<file path="src/rtl/cpu_ctrl_pkg.sv">
// Shared encodings for the control sequencer: FSM states, instruction classes, constant selects.
// Latency: n/a (types and a pure decode function only).
// Backpressure: n/a.
package cpu_ctrl_pkg;

  typedef enum logic [2:0] {
    S_FETCH  = 3'd0,
    S_DECODE = 3'd1,
    S_EXEC   = 3'd2,
    S_MEM    = 3'd3,
    S_WB     = 3'd4,
    S_TRAP   = 3'd5
  } state_e;

  typedef enum logic [2:0] {
    CLS_DP_IMM  = 3'd0,
    CLS_DP_REG  = 3'd1,
    CLS_BRANCH  = 3'd2,
    CLS_LDST    = 3'd3,
    CLS_ILLEGAL = 3'd4
  } iclass_e;

  typedef enum logic [2:0] {
    K_ZERO  = 3'd0,
    K_IMM12 = 3'd1,
    K_OFF9  = 3'd2,
    K_BR26  = 3'd3,
    K_BR19  = 3'd4
  } ksel_e;

  // op is instruction bits [28:25]; the first matching pattern wins.
  function automatic iclass_e decode_class(input logic [3:0] op);
    iclass_e c;
    if (op[3:1] == 3'b100)              c = CLS_DP_IMM;
    else if (op[3:1] == 3'b101)         c = CLS_BRANCH;
    else if (op[2] && !op[0])           c = CLS_LDST;
    else if (op[2:0] == 3'b101)         c = CLS_DP_REG;
    else                                c = CLS_ILLEGAL;
    return c;
  endfunction

endpackage

</file>
<file path="src/rtl/const_gen.sv">
// Constant generator: extracts and extends an immediate field of the latched instruction.
// Latency: combinational, zero cycles.
// Backpressure: none; output follows ir/k_sel every cycle.
module const_gen
  import cpu_ctrl_pkg::*;
#(
  parameter int DATA_W = 32
) (
  input  logic [DATA_W-1:0] ir,
  input  logic [2:0]        k_sel,
  output logic [DATA_W-1:0] k
);

  // Opcode bits above the widest immediate never feed a constant.
  logic unused_ir_hi;
  assign unused_ir_hi = ^ir[DATA_W-1:26];

  // Select and extend the immediate field; unused selects give zero.
  always_comb begin
    k = '0;
    case (k_sel)
      K_IMM12: k = {{(DATA_W-12){1'b0}}, ir[21:10]};
      K_OFF9:  k = {{(DATA_W-9){ir[20]}}, ir[20:12]};
      K_BR26:  k = {{(DATA_W-26){ir[25]}}, ir[25:0]};
      K_BR19:  k = {{(DATA_W-19){ir[23]}}, ir[23:5]};
      default: k = '0;
    endcase
  end

endmodule

</file>
<file path="src/rtl/control_sequencer.sv">
// Multi-cycle CPU control sequencer: fetch/decode/exec/mem/wb FSM driving datapath strobes.
// Latency: DP/branch 3 cycles, store 4, load 5 per instruction with zero memory wait.
// Backpressure: stalls in FETCH/MEM until mem_ready; traps after MEM_TIMEOUT wait cycles.
module control_sequencer
  import cpu_ctrl_pkg::*;
#(
  parameter int DATA_W      = 32,
  parameter int CNT_W       = 16,
  parameter int MEM_TIMEOUT = 15
) (
  input  logic              clock,
  input  logic              reset,
  input  logic [DATA_W-1:0] ir,
  input  logic              status,
  input  logic              mem_ready,
  output logic              ir_load,
  output logic              pc_inc,
  output logic              pc_load,
  output logic              reg_we,
  output logic              mem_rd,
  output logic              mem_wr,
  output logic              alu_src_k,
  output logic [2:0]        k_sel,
  output logic [DATA_W-1:0] k,
  output logic [2:0]        state,
  output logic              trap,
  output logic [CNT_W-1:0]  instr_count
);

  localparam int WAIT_W = (MEM_TIMEOUT > 1) ? $clog2(MEM_TIMEOUT + 1) : 1;
  localparam logic [WAIT_W-1:0] WAIT_MAX = WAIT_W'(MEM_TIMEOUT);
  localparam bit TIMEOUT_EN = (MEM_TIMEOUT > 0);

  state_e              state_q, state_d;
  logic [DATA_W-1:0]   ir_q;
  logic [WAIT_W-1:0]   wait_q, wait_d;
  logic [CNT_W-1:0]    cnt_q, cnt_d;
  logic                trap_q, trap_d;
  iclass_e             cls;
  ksel_e               ksel;
  logic                wait_hit;
  logic                retire;

  assign cls      = decode_class(ir_q[28:25]);
  assign wait_hit = TIMEOUT_EN && (wait_q == WAIT_MAX);

  // Next-state and Moore strobes; FETCH ir_load/pc_inc additionally follow mem_ready.
  always_comb begin
    state_d   = state_q;
    ir_load   = 1'b0;
    pc_inc    = 1'b0;
    pc_load   = 1'b0;
    reg_we    = 1'b0;
    mem_rd    = 1'b0;
    mem_wr    = 1'b0;
    alu_src_k = 1'b0;
    ksel      = K_ZERO;
    case (state_q)
      S_FETCH: begin
        mem_rd = 1'b1;
        if (mem_ready) begin
          ir_load = 1'b1;
          pc_inc  = 1'b1;
          state_d = S_DECODE;
        end else if (wait_hit) begin
          state_d = S_TRAP;
        end
      end
      S_DECODE: state_d = (cls == CLS_ILLEGAL) ? S_TRAP : S_EXEC;
      S_EXEC: begin
        case (cls)
          CLS_DP_IMM: begin
            reg_we    = 1'b1;
            alu_src_k = 1'b1;
            ksel      = K_IMM12;
            state_d   = S_FETCH;
          end
          CLS_DP_REG: begin
            reg_we  = 1'b1;
            state_d = S_FETCH;
          end
          CLS_BRANCH: begin
            // IR[31] selects conditional (short offset, gated by ALU zero) vs unconditional.
            ksel    = ir_q[31] ? K_BR19 : K_BR26;
            pc_load = ir_q[31] ? status : 1'b1;
            state_d = S_FETCH;
          end
          CLS_LDST: begin
            alu_src_k = 1'b1;
            ksel      = K_OFF9;
            state_d   = S_MEM;
          end
          default: state_d = S_TRAP;
        endcase
      end
      S_MEM: begin
        alu_src_k = 1'b1;
        ksel      = K_OFF9;
        mem_rd    = ir_q[22];
        mem_wr    = !ir_q[22];
        if (mem_ready) begin
          state_d = ir_q[22] ? S_WB : S_FETCH;
        end else if (wait_hit) begin
          state_d = S_TRAP;
        end
      end
      S_WB: begin
        reg_we  = 1'b1;
        state_d = S_FETCH;
      end
      S_TRAP:  state_d = S_TRAP;
      default: state_d = S_TRAP;
    endcase
  end

  assign k_sel = ksel;

  // An instruction retires whenever the FSM returns to FETCH from a working state.
  assign retire = (state_d == S_FETCH) &&
                  ((state_q == S_EXEC) || (state_q == S_MEM) || (state_q == S_WB));
  assign cnt_d  = retire ? cnt_q + CNT_W'(1) : cnt_q;

  // Wait counter restarts on any state change and saturates at the timeout value.
  assign wait_d = (state_d != state_q) ? '0 :
                  (wait_q == WAIT_MAX) ? wait_q : wait_q + WAIT_W'(1);

  assign trap_d = trap_q || (state_d == S_TRAP);

  // State, instruction latch, counters and sticky trap flag.
  always_ff @(posedge clock or negedge reset) begin
    if (!reset) begin
      state_q <= S_FETCH;
      ir_q    <= '0;
      wait_q  <= '0;
      cnt_q   <= '0;
      trap_q  <= 1'b0;
    end else begin
      state_q <= state_d;
      if (ir_load) ir_q <= ir;
      wait_q  <= wait_d;
      cnt_q   <= cnt_d;
      trap_q  <= trap_d;
    end
  end

  assign state       = state_q;
  assign trap        = trap_q;
  assign instr_count = cnt_q;

  const_gen #(.DATA_W(DATA_W)) u_const_gen (
    .ir    (ir_q),
    .k_sel (k_sel),
    .k     (k)
  );

endmodule
</file>
<file path="config.mk">
export PLATFORM = sky130hd
export DESIGN_NAME = control_sequencer
export DESIGN_NICKNAME = d
export VERILOG_FILES = /design/src/rtl/cpu_ctrl_pkg.sv /design/src/rtl/const_gen.sv /design/src/rtl/control_sequencer.sv
export SDC_FILE = /design/constraint.sdc
export NUM_CORES = 1
export LEC_CHECK = 0
export ABC_AREA = 1
export BUFFER_PORTS_ARGS = -buffer_cell sky130_fd_sc_hd__buf_4
export CORE_UTILIZATION = 35
export DETAILED_ROUTE_END_ITERATION = 10
export PLACE_DENSITY_LB_ADDON = 0.08
export SYNTH_ARGS = -nofsm -noshare
export SYNTH_HDL_FRONTEND = slang
export SYNTH_SLANG_ARGS = --single-unit
</file>
<file path="constraint.sdc">
create_clock -name clock -period 2.95 [get_ports clock]
set_clock_uncertainty 0.1 [all_clocks]
set_input_delay 0.59 -clock clock [delete_from_list [all_inputs] [get_ports clock]]
set_output_delay 0.59 -clock clock [all_outputs]
set_load 0.01 [all_outputs]
</file>
## After elaboration in Yosys (flattened, before gate mapping)

Index checks and enable logic that the tools add are counted.

| operators by class | value |
|---|---|
| $add $sub $neg | 2 |
| equality and inequality tests | 19 |
| multiplexer cells | 28 |
| reduce and logical (&&, ||, !) cells | 13 |

Operator list:

| cell | number |
|---|---|
| 32-bit case mux with 4 select lines | 1 |
| 3-bit 2-to-1 mux | 10 |
| 3-bit == test (second input constant) | 7 |
| 3-bit by 2-bit == test with 1-bit output (second input constant) | 6 |
| 16-bit by 1-bit adder with 16-bit output (second input constant) | 1 |
| 3-bit case mux with 5 select lines | 1 |
| 3-bit case mux with 2 select lines | 2 |
| 3-bit by 1-bit == test with 1-bit output (second input constant) | 3 |
| 3-bit logical NOT | 3 |
| 3-bit case mux with 3 select lines | 1 |
| 1-bit 2-to-1 mux | 8 |
| 4-bit 2-to-1 mux | 2 |
| 1-bit case mux with 2 select lines | 3 |
| 4-bit by 1-bit adder with 4-bit output (second input constant) | 1 |
| 4-bit == test (second input constant) | 1 |
| 2-bit OR reduction | 2 |
| 1-bit logical OR | 3 |
| 3-bit inequality test | 1 |
| 3-bit OR reduction | 1 |
| 1-bit logical AND | 2 |
| 1-bit logical NOT | 2 |
| 2-bit by 1-bit inequality test with 1-bit output (second input constant) | 1 |

| storage, ports and cells | value |
|---|---|
| register bits | 56 |
| bits of input ports | 36 |
| output and inout port bits | 62 |

## Longest topological paths before layout

| logic depth | value |
|---|---|
| depth after elaboration | 11 |
| mapped depth | 11 |
| depth with buffers taken out | 10 |

## By module

A second synthesis with hierarchy kept.

| second synthesis, totals | value |
|---|---|
| cell total of the unflattened synthesis | 539 |
| area total of the unflattened synthesis | 3733.6 um2 |

By module, submodules not included:

| module | times used | cells an instance | area each (um2) |
|---|---|---|---|
| control_sequencer | 1 | 368 | 2870.3 |
| const_gen | 1 | 171 | 863.3 |

## Worst setup path before layout

Ideal clock, no wire load.

| path | value |
|---|---|
| path kind | reg2out |
| start | register state_q[2] (netlist: state[2]) |
| end | output port k[26] |
| data arrival time | 1.823 ns |
| path slack | 0.437 ns |
| cell stages (with the launch flop) | 9 |
| cells stage by stage | dfrtp_1 -> nor2_1 -> nand2_1 -> nor2_1 -> buf_2 -> buf_4 -> nand3_1 -> nand3_1 -> buf_4 |

| on the way | value |
|---|---|
| longest elaborated chain between the ends | 4 |

RTL lines:

| what | RTL line | source |
|---|---|---|
| start, declared | control_sequencer.sv:34 | `state_e state_q, state_d;` |
| start signal, assigned | control_sequencer.sv:138 | `state_q <= state_d;` |
| 3-bit by 2-bit == test with 1-bit output | control_sequencer.sv:58 | `case (state_q)` |
| 3-bit case mux with 2 select lines (*) | control_sequencer.sv:58 |  |
| named net k_sel[0] | control_sequencer.sv:23 | `output logic [2:0] k_sel,` |
| 3-bit == test (tied with other cells) | const_gen.sv:21 | `case (k_sel)` |
| 32-bit case mux with 4 select lines (*) | const_gen.sv:21 |  |
| end, declared | control_sequencer.sv:24 | `output logic [DATA_W-1:0] k,` |

The timed path passes the listed nets; every way through them passes the cells marked *.

## Worst setup path in the final report

| path | value |
|---|---|
| start | register state_q[0] (netlist: state[0]) |
| end | output port k[9] |

| on the way | value |
|---|---|
| longest elaborated chain between the ends | 4 |

RTL lines:

| what | RTL line |
|---|---|
| 3-bit by 2-bit == test with 1-bit output | control_sequencer.sv:58 |
| 3-bit case mux with 2 select lines (*) | control_sequencer.sv:58 |
| 3-bit == test (tied with other cells) | const_gen.sv:21 |
| 32-bit case mux with 4 select lines (*) | const_gen.sv:21 |

Every way passes the cells marked *; elsewhere a longest branch is shown, timed or not.

==> results by group <==
STA
  – RSZ-0062 raised after global routing: no
  – Worst slew pin tran: 717 ps
  – Minimum clock period: 2770 ps
  – Setup TNS: 0 ps
  – Max-slew violations: 0
  – Fmax: 360 MHz
  – Rel. slew slack: 0.522
  – Final setup vio count: 0
  – Period utilization: 0.941
  – Final Hold Vio Count: 0

Global routing
  – Vias in the first global route: 2973
  – First-pass GRT wire length: 15300 µm
  – Total GRT Usage: 0.193
  – Grt total ovfl: 0
  – Antenna violations before repair: 0
  – Largest net degree at the start of global routing: 55

Worst setup path
  – Cell at the slowest stage of the critical path: dfrtp_1
  – Worst EP arrival: 2080 ps
  – Worst endpoint required time: 2260 ps
  – Worst flop-to-flop path startpoint: wait_q[0]$_DFFE_PN0P_
  – CP delay by family, top: simple AND/OR/NAND/NOR gates
  – Setup crit start kind: flip-flop
  – CP Launch Point: state[0]$_DFF_PN0_
  – CP max FO: 16
  – Crit-path most repeated cell: buf_4
  – CP Capture Type: output port
  – Setup Crit Path Kind: flip-flop to output port
  – CP peak stage delay: 400 ps
  – Buffers and inverters on the worst path: 4
  – Worst-path cell chain: buf_4, nor2_1, nand2_1, nor2_4, inv_2, nand3_2, buf_4, nand4_1, buf_4

Finish
  – Design area: 4340 µm²
  – Diode count: 0
  – Final Non-Filler Cells: 646
  – Area Growth Syn to Fin: 29.2%
  – Nets: 554
  – Layout cell share with drive strength beyond 1: 0.300

Drt
  – Via/cell ratio: 5.02
  – Wirelength per Cell: 14.2 µm
  – DR vias: 3240
  – Initial DRC count: 112
  – Drt pass-1 iters: 4
  – Antenna Nets Post-Route: 0
  – # DRC: 0
  – Aggregate routed wire length: 9190 µm

Pwr
  – Sequential fraction of design power: 0.529
  – Sw Pwr: 337 µW
  – Switching Fraction: 0.227
  – VDD IR-drop max: 0.170 mV
  – Power Internal: 1150 µW
  – LEAKAGE: 0.00222 µW
  – Clk pwr share: 0.414
  – PwrDens: 342 nW/µm²
  – Comb pwr share: 0.057

Run status
  – Status: finished, final reports clean

Yosys
  – Yosys cell types: 30
  – Synthesis warning total: 0
  – Avg Synthesized Cell Area: 7.85 µm²
  – Sequential area share after synthesis: 0.402
  – Syn_nets: 466
  – Synthesized area: 3360 µm²
  – Synth Register Bits: 54
  – Cells after synthesis: 428

Clock network
  – Root buf cell: clkbuf_8
  – Clock slew at reported path FFs: 110 ps
  – Post-CTS Setup Inserts: 0
  – Num CTS Buffers: 5
  – CTS tree: done
  – Clk sinks: 54
  – # resized after CTS: 0
  – Max Buffers Root-to-Sink: 2
  – Worst skew pair latency: 320 ps
  – H-tree depth: 2
  – Hold_buf cts: 0

Floorplanning
  – Row cnt: 35
  – Initial Util: 0.362
  – Die area: 9990 µm²
  – Core area: 9280 µm²
  – Die Height: 100 µm
  – IO Count: 98
  – Die width: 100 µm

Placed design
  – HPWL Detailed: 6620 µm
  – PortBufs: 95
  – Placed instance count: 638
  – Routability congestion estimate: 0.858
  – DP Area: 4180 µm²

Worst hold path
  – Worst Hold Class: input port to asynchronous set/reset pin

Run
  – Max cap viols: 0
[layout by cell type (no fill, tap or decap)]
cell type	n
a21oi_1	3
a31oi_1	1
buf_12	1
buf_4	106
bufinv_16	2
clkbuf_8	5
clkinv_4	1
dfrtp_1	53
dfrtp_2	1
ha_1	2
inv_1	24
inv_2	4
mux2_1	4
mux2_2	20
nand2_1	102
nand2_2	1
nand2_4	1
nand3_1	82
nand3_2	4
nand4_1	26
nand4_2	1
nor2_1	31
nor2_2	2
nor2_4	3
nor3_1	3
nor3_2	1
nor3_4	1
o21ai_0	14
o21ai_1	1
o21bai_1	1
or2_2	1
xnor2_1	6
xor2_1	9
[final timing paths]
path	cells after the start	endpoint	slack, ps
min in group clock	2	ir_q[8]$_DFFE_PN0P_	370
setup / recovery	9	k[9]	180
hold / removal	1	ir_q[9]$_DFFE_PN0P_	220
max in group asynchronous	1	state[2]$_DFF_PN0_	2030
setup reg to reg	8	instr_count[6]$_DFFE_PN0P_	790
hold reg to reg	1	trap$_DFF_PN0_	390
[layer usage]
metal  GRT usage  vias up  part of all wire
met5           0        -                 0
met4      0.0368        0            0.0063
met3      0.0369        5             0.041
met2       0.306       74              0.45
met1       0.275     1548              0.50
li1            -     1613                 -
[power by group through the flow]
stage               Sequential (µW)  Combinational, µW  Clock [µW]
floorplan                       791               29.5           0
global placement                799               83.9           0
detailed placement              799               85.6           0
CTS                             785               85.6         633
global route                    789               94.4         665
finish                          785               84.2         614
[flip-flops by register name, indices dropped and copies added, names as in the netlist]
signal / flops
ir_q: 30
instr_count: 16
wait_q: 4
state: 3
trap: 1
[kinds of logic (layout without fill, tap and decap cells)]
logic type | count (synthesis) | after routing | share of synthesized area
buffers and inverters | 54 | 143 | 0.0778
AOI/OAI and AO/OA | 20 | 20 | 0.0309
and+or+nand+nor | 259 | 259 | 0.362
adders and majority gates | 2 | 2 | 0.00745
xor gates and xnor gates | 15 | 15 | 0.0391
DFF | 54 | 54 | 0.402
muxes | 24 | 24 | 0.0804
[per-stage QoR]
stage	hold slack [ps]	power, µW	setup slack [ps]	util
global placement	369	883	467	0.451
detailed placement	372	885	463	0.451
global route	268	1550	6.22	0.467
floorplan	194	821	437	-
finish	217	1480	175	0.467
CTS	244	1500	76.4	0.465
[final cells by class]
| cell class | count | area (µm²) |
|---|---|---|
| fill | 976 | 4940 |
| timing repair buffer | 107 | 816 |
| inverter | 28 | 105 |
| sequential | 54 | 1350 |
| clock inverter | 3 | 68.8 |
| tap | 129 | 161 |
| clock buffer | 5 | 68.8 |
| multi-input combinational | 320 | 1770 |
[cell usage after synthesis]
cell / count / area [µm²]
nor3_4: 1 / 16.3
xor2_1: 9 / 78.8
ha_1: 2 / 25.0
nor3_2: 1 / 10.0
nand4_1: 26 / 163
o21ai_1: 1 / 5.00
nor3_1: 3 / 15.0
clkbuf_1: 4 / 15.0
nor2_2: 1 / 6.26
nand2_2: 2 / 12.5
mux2_2: 20 / 225
or2_2: 1 / 6.26
buf_2: 11 / 55.1
nand3_2: 3 / 30.0
buf_4: 10 / 75.1
a21oi_1: 3 / 15.0
a31oi_1: 1 / 6.26
nand4_2: 1 / 12.5
mux2_1: 4 / 45.0
o21bai_1: 1 / 7.51
inv_2: 4 / 15.0
nand2_1: 102 / 383
nand3_1: 83 / 415
inv_1: 24 / 90.1
xnor2_1: 6 / 52.6
dfrtp_1: 54 / 1350
nor2_4: 2 / 22.5
buf_6: 1 / 11.3
o21ai_0: 14 / 70.1
nor2_1: 33 / 124
No activity file was read; power rests on OpenSTA's default activity.
